`src/rtl/cpu_pkg.sv`:
```
// Shared opcode and phase encodings, the datapath strobe bundle and the
// ALU-opcode predicate used by the accumulator CPU control path.
package cpu_pkg;

  localparam logic [2:0] OP_HLT = 3'd0;
  localparam logic [2:0] OP_SKZ = 3'd1;
  localparam logic [2:0] OP_ADD = 3'd2;
  localparam logic [2:0] OP_AND = 3'd3;
  localparam logic [2:0] OP_XOR = 3'd4;
  localparam logic [2:0] OP_LDA = 3'd5;
  localparam logic [2:0] OP_STO = 3'd6;
  localparam logic [2:0] OP_JMP = 3'd7;

  localparam logic [2:0] PH_INST_ADDR  = 3'd0;
  localparam logic [2:0] PH_INST_FETCH = 3'd1;
  localparam logic [2:0] PH_INST_LOAD  = 3'd2;
  localparam logic [2:0] PH_IDLE       = 3'd3;
  localparam logic [2:0] PH_OP_ADDR    = 3'd4;
  localparam logic [2:0] PH_OP_FETCH   = 3'd5;
  localparam logic [2:0] PH_ALU_OP     = 3'd6;
  localparam logic [2:0] PH_STORE      = 3'd7;

  typedef struct packed {
    logic sel;
    logic rd;
    logic ld_ir;
    logic inc_pc;
    logic ld_pc;
    logic ld_ac;
    logic wr;
    logic data_e;
  } strobes_t;

  // Opcodes that read an operand from memory and load the accumulator.
  function automatic logic is_aluop(input logic [2:0] op);
    return (op == OP_ADD) || (op == OP_AND) || (op == OP_XOR) || (op == OP_LDA);
  endfunction

endpackage

```
`src/rtl/cpu_phase_decode.sv`:
```
// Purely combinational phase/opcode -> datapath strobe table; the top level
// applies reset, halt and stall gating on top of this.
module cpu_phase_decode
  import cpu_pkg::*;
(
  input  logic [2:0] phase_i,
  input  logic [2:0] opcode_i,
  input  logic       zero_i,
  output strobes_t   strobes_o
);

  logic aluop;

  assign aluop = is_aluop(opcode_i);

  always_comb begin
    strobes_o = '0;
    case (phase_i)
      PH_INST_ADDR: begin
        strobes_o.sel = 1'b1;
      end
      PH_INST_FETCH: begin
        strobes_o.sel = 1'b1;
        strobes_o.rd  = 1'b1;
      end
      PH_INST_LOAD, PH_IDLE: begin
        strobes_o.sel   = 1'b1;
        strobes_o.rd    = 1'b1;
        strobes_o.ld_ir = 1'b1;
      end
      PH_OP_ADDR: begin
        // HLT suppresses the PC increment; the top level latches halt instead.
        strobes_o.inc_pc = (opcode_i != OP_HLT);
      end
      PH_OP_FETCH: begin
        strobes_o.rd = aluop;
      end
      PH_ALU_OP: begin
        strobes_o.rd     = aluop;
        strobes_o.inc_pc = (opcode_i == OP_SKZ) && zero_i;
        strobes_o.ld_pc  = (opcode_i == OP_JMP);
        strobes_o.data_e = (opcode_i == OP_STO);
      end
      PH_STORE: begin
        strobes_o.rd     = aluop;
        strobes_o.ld_ac  = aluop;
        strobes_o.ld_pc  = (opcode_i == OP_JMP);
        strobes_o.wr     = (opcode_i == OP_STO);
        strobes_o.data_e = (opcode_i == OP_STO);
      end
    endcase
  end

endmodule

```
`src/rtl/cpu_phase_controller.sv`:
```
// Control sequencer for the 8-bit accumulator CPU: steps the 8-phase instruction
// cycle, stalls on slow memory reads, and latches HALT and memory timeouts.
module cpu_phase_controller
  import cpu_pkg::*;
#(
  parameter int unsigned WAIT_LIMIT = 15
) (
  input  logic       CLK,
  input  logic       RST,
  input  logic [2:0] opcode,
  input  logic       zero,
  input  logic       mem_rdy,
  output logic       sel,
  output logic       rd,
  output logic       ld_ir,
  output logic       inc_pc,
  output logic       ld_pc,
  output logic       ld_ac,
  output logic       wr,
  output logic       data_e,
  output logic       halt,
  output logic       err,
  output logic [2:0] phase
);

  localparam logic [7:0] LAST_WAIT = 8'(WAIT_LIMIT - 1);

  logic [2:0] phase_q, phase_d;
  logic [7:0] wait_cnt_q, wait_cnt_d;
  logic       halt_q, halt_d;
  logic       err_q, err_d;
  logic       frozen, read_phase, stall, hlt_now, live;
  strobes_t   dec_strobes;

  // mem_rdy handshake: a read phase (1, or 5 for ALU ops) completes only in a cycle
  // with mem_rdy=1; otherwise it stalls with its strobes held and wait_cnt counting.
  assign frozen     = halt_q | err_q;
  assign read_phase = (phase_q == PH_INST_FETCH) ||
                      ((phase_q == PH_OP_FETCH) && is_aluop(opcode));
  assign stall      = !frozen && read_phase && !mem_rdy;
  assign hlt_now    = !frozen && (phase_q == PH_OP_ADDR) && (opcode == OP_HLT);
  assign live       = !RST && !frozen;

  cpu_phase_decode u_decode (
    .phase_i   (phase_q),
    .opcode_i  (opcode),
    .zero_i    (zero),
    .strobes_o (dec_strobes)
  );

  always_ff @(posedge CLK) begin
    if (RST) begin
      phase_q    <= PH_INST_ADDR;
      wait_cnt_q <= '0;
      halt_q     <= 1'b0;
      err_q      <= 1'b0;
    end else begin
      phase_q    <= phase_d;
      wait_cnt_q <= wait_cnt_d;
      halt_q     <= halt_d;
      err_q      <= err_d;
    end
  end

  always_comb begin
    phase_d    = phase_q;
    wait_cnt_d = wait_cnt_q;
    halt_d     = halt_q;
    err_d      = err_q;
    if (frozen) begin
      phase_d = phase_q;
    end else if (stall) begin
      wait_cnt_d = wait_cnt_q + 8'd1;
      if (wait_cnt_q == LAST_WAIT) begin
        err_d  = 1'b1;
        halt_d = 1'b1;
      end
    end else if (hlt_now) begin
      // Phase parks at OP_ADDR for good once HLT is seen.
      halt_d = 1'b1;
    end else begin
      phase_d    = phase_q + 3'd1;
      wait_cnt_d = '0;
    end
  end

  always_comb begin
    sel    = dec_strobes.sel    & live;
    rd     = dec_strobes.rd     & live;
    ld_ir  = dec_strobes.ld_ir  & live & !stall;
    inc_pc = dec_strobes.inc_pc & live;
    ld_pc  = dec_strobes.ld_pc  & live;
    ld_ac  = dec_strobes.ld_ac  & live & !stall;
    wr     = dec_strobes.wr     & live;
    data_e = dec_strobes.data_e & live;
  end

  assign halt  = halt_q;
  assign err   = err_q;
  assign phase = phase_q;

endmodule

```
`config.mk`:
```
export PLATFORM = sky130hd
export DESIGN_NAME = cpu_phase_controller
export DESIGN_NICKNAME = d
export VERILOG_FILES = /design/src/rtl/cpu_pkg.sv /design/src/rtl/cpu_phase_decode.sv /design/src/rtl/cpu_phase_controller.sv
export SDC_FILE = /design/constraint.sdc
export NUM_CORES = 1
export LEC_CHECK = 0
export ABC_CLOCK_PERIOD_IN_PS = 2250
export BUFFER_PORTS_ARGS = -buffer_cell sky130_fd_sc_hd__buf_2
export CAP_MARGIN = 25
export CORE_AREA = 8 8 52 54
export CTS_CLUSTER_SIZE = 12
export DETAILED_ROUTE_END_ITERATION = 8
export DIE_AREA = 0 0 60 62
export PLACE_DENSITY = 0.73
export SYNTH_ARGS = -nofsm -noshare
export SYNTH_HDL_FRONTEND = slang
export SYNTH_SLANG_ARGS = --single-unit
export TNS_END_PERCENT = 1
```
`constraint.sdc`:
```
create_clock -name CLK -period 2.25 [get_ports CLK]
set_input_delay 0.45 -clock CLK [delete_from_list [all_inputs] [get_ports CLK]]
set_output_delay 0.45 -clock CLK [all_outputs]
set_load 0.05 [all_outputs]
```
==> impl_metrics.tcl <==
set metrics [dict create \
    status "completed" \
    slowest_stage "or4b_4" \
    finalNetCount 156 \
    grtUsageTotal 0.138 \
    place_congestion 0.823 \
    async_reset_ff_frac 0 \
    grt_pass1_wl_um 4010 \
    min_period_over_period 0.987 \
    post-route-util 0.659 \
    drv_cap 0 \
    ios 20 \
    rsz0062_at_grt "yes" \
    ys_seq_area_frac 0.282 \
    grt_antenna_before_repair 0 \
    peakVddDrop_mv 0.465 \
    avgRoutedWirePerCell_um 14.8 \
    cp-start-kind "flop" \
    die_h_um 62 \
    finalSetupViolCount 0 \
    grt_max_degree 11 \
    ys_seq_elements 13 \
    yosysUniqueCellTypes 39 \
    slowest_delay_ns 0.48 \
    synth_top_cell_by_area "dfxtp_1" \
    crit_arrival_ns 1.77 \
    dieArea_um2 3720 \
    clkLatencyLatePin_ns 0.27 \
    ys_warn_count 0 \
    chipWidth_um 60 \
    numCtsBuffers 3 \
    port_buffers 19 \
    avgSynthCellArea_um2 8.24 \
    critPathKind "flop to primary output" \
    vias 922 \
    drt_iter0_drc 27 \
    relSlewSlack 0.723 \
    clk_pin_slew_worst_paths_ns 0.08 \
    dr.pass1.iters 4 \
    gr-total-overflow 0 \
    final_cell_mix "buf_2, dfxtp_1, a21oi_1, nor2_1, buf_4" \
    hpwl_um 1830 \
    worstPathRequired_ns 1.80 \
    crit_chain "inv_4, ha_4, or4b_4, a21oi_4, nor3_4, buf_6" \
    synth_area_um2 923 \
    worstPathMaxFanout 4 \
    grt_pass1_vias 932 \
    drc 0 \
    fin_skew_ns 0.00326 \
    slew_violations 0 \
    tns_ns 0 \
    power.density_nw_per_um2 627 \
    area_delta_synth_final_pct 35.8 \
    netlist.area_leader.share 0.282 \
    holdBufCountCts 0 \
    clock_path_buffers 2 \
    leakagePower_nw 0.487 \
    critPathTopFamily "simple AND/OR/NAND/NOR gates" \
    core_area_um2 1900 \
    yosys-top-cells-area "dfxtp_1, ha_1, a21oi_1" \
    syn_inst 112 \
    dp.cells 158 \
    diodes 0 \
    postRouteAntennaNets 0 \
    cts-root-buf "clkbuf_4" \
    syn_nets 128 \
    layout-drive-gt1-share 0.353 \
    clock-sinks 13 \
    final_cells 166 \
    htree_levels 1 \
    cts_tree "yes" \
    fillers 144 \
    path_buf_inv 2 \
    synth_ff_type "dfxtp_1" \
    layout_commonest_cell "buf_2" \
    wirelength_um 2460 \
    start_util 0.486 \
    hold_viol_final 0 \
    viasPerCell 5.55 \
    tightest_slew_ns 0.415 \
    holdCritPathClass "flop to flop" \
    placementRows 16 \
    synth_edf_count 0 \
    period_minus_slack_ns 2.22 \
    critPathCaptureType "primary output" \
    fmax_ghz 0.451 \
]
logic make-up (layout without fill, tap and decap cells):
logic type      Yosys count  after routing  synth area share
simple gates             43             43             0.256
compound gates           31             31             0.241
flops                    13             13             0.282
buf+inv                  10             37            0.0420
fa+ha+maj                 9              9             0.122
xor+xnor                  6              6            0.0569
cell type report:
class	count	area, um2	share of cell area
inverters	6	25.0	0.0200
flip-flops and latches	13	268	0.214
multi-input cells	89	719	0.574
repair buffers	27	181	0.145
well taps	27	33.8	0.0269
clock buffers	4	26.3	0.0210
worst min-delay path: cells and delay by family (launching register included):
family,cells,cell delay [ns]
flip-flops,1,0.33
AO/OA/AOI/OAI,2,0.14
where the power goes:
part,switching (mW),internal [mW],leakage (nW)
clock,0.0712,0.0686,0.0150
sequential,0.0221,0.246,0.107
combinational,0.242,0.137,0.365
total,0.335,0.452,0.487
per-layer routing:
layer	up-vias	track usage	part of all wire
li1	464	-	-
met1	435	0.142	0.44
met2	21	0.268	0.51
met3	2	0.0247	0.052
met4	0	0.0544	0.0057
met5	-	0	0
synth_stat cells (2+ instances only):
cell and n:
dfxtp_1 13, a21oi_1 11, nor2_1 10, ha_1 9, inv_1 6, nor3_1 6, nand2_1 5, o21ai_0 4
or3_1 4, clkbuf_1 3, nand3_1 3, xnor2_1 3, xor2_1 3, a22oi_1 2, nand4_1 2, nor2b_1 2
nor4_1 2, o211ai_1 2, o21ai_1 2
state kept, by name (all words and copies together) (netlist names):
signal / flops
err: 1
halt: 1
wait_cnt_q: 8
phase: 3
through the flow:
step	area (um2)	setup WS (ns)	power [mW]	hold WS, ns
after global routing	1250	-0.0497	0.838	0.529
after floorplan	991	-0.194	0.512	0.471
after detailed placement	1130	0.0884	0.593	0.501
after global placement	1130	0.115	0.584	0.489
final	1250	0.0303	0.787	0.510
after CTS	1210	0.000350	0.755	0.509
final timing paths:
path / startpoint / endpoint / slack, ns / depth (start not counted)
worst max register to register: phase[1] / wait_cnt_q[5] / 0.29 / 8
worst max-delay path: phase[1] / ld_ir / 0.03 / 6
worst min-delay path: wait_cnt_q[6] / wait_cnt_q[6] / 0.51 / 2
worst min register to register: wait_cnt_q[6] / wait_cnt_q[6] / 0.51 / 2
what timing repair did:
action,4_1_cts,5_1_grt
resized for setup,13,8
setup buffers,2,2
pin swaps,0,3
setup endpoints to repair,5,5
Power figures use the tool's default switching activity.
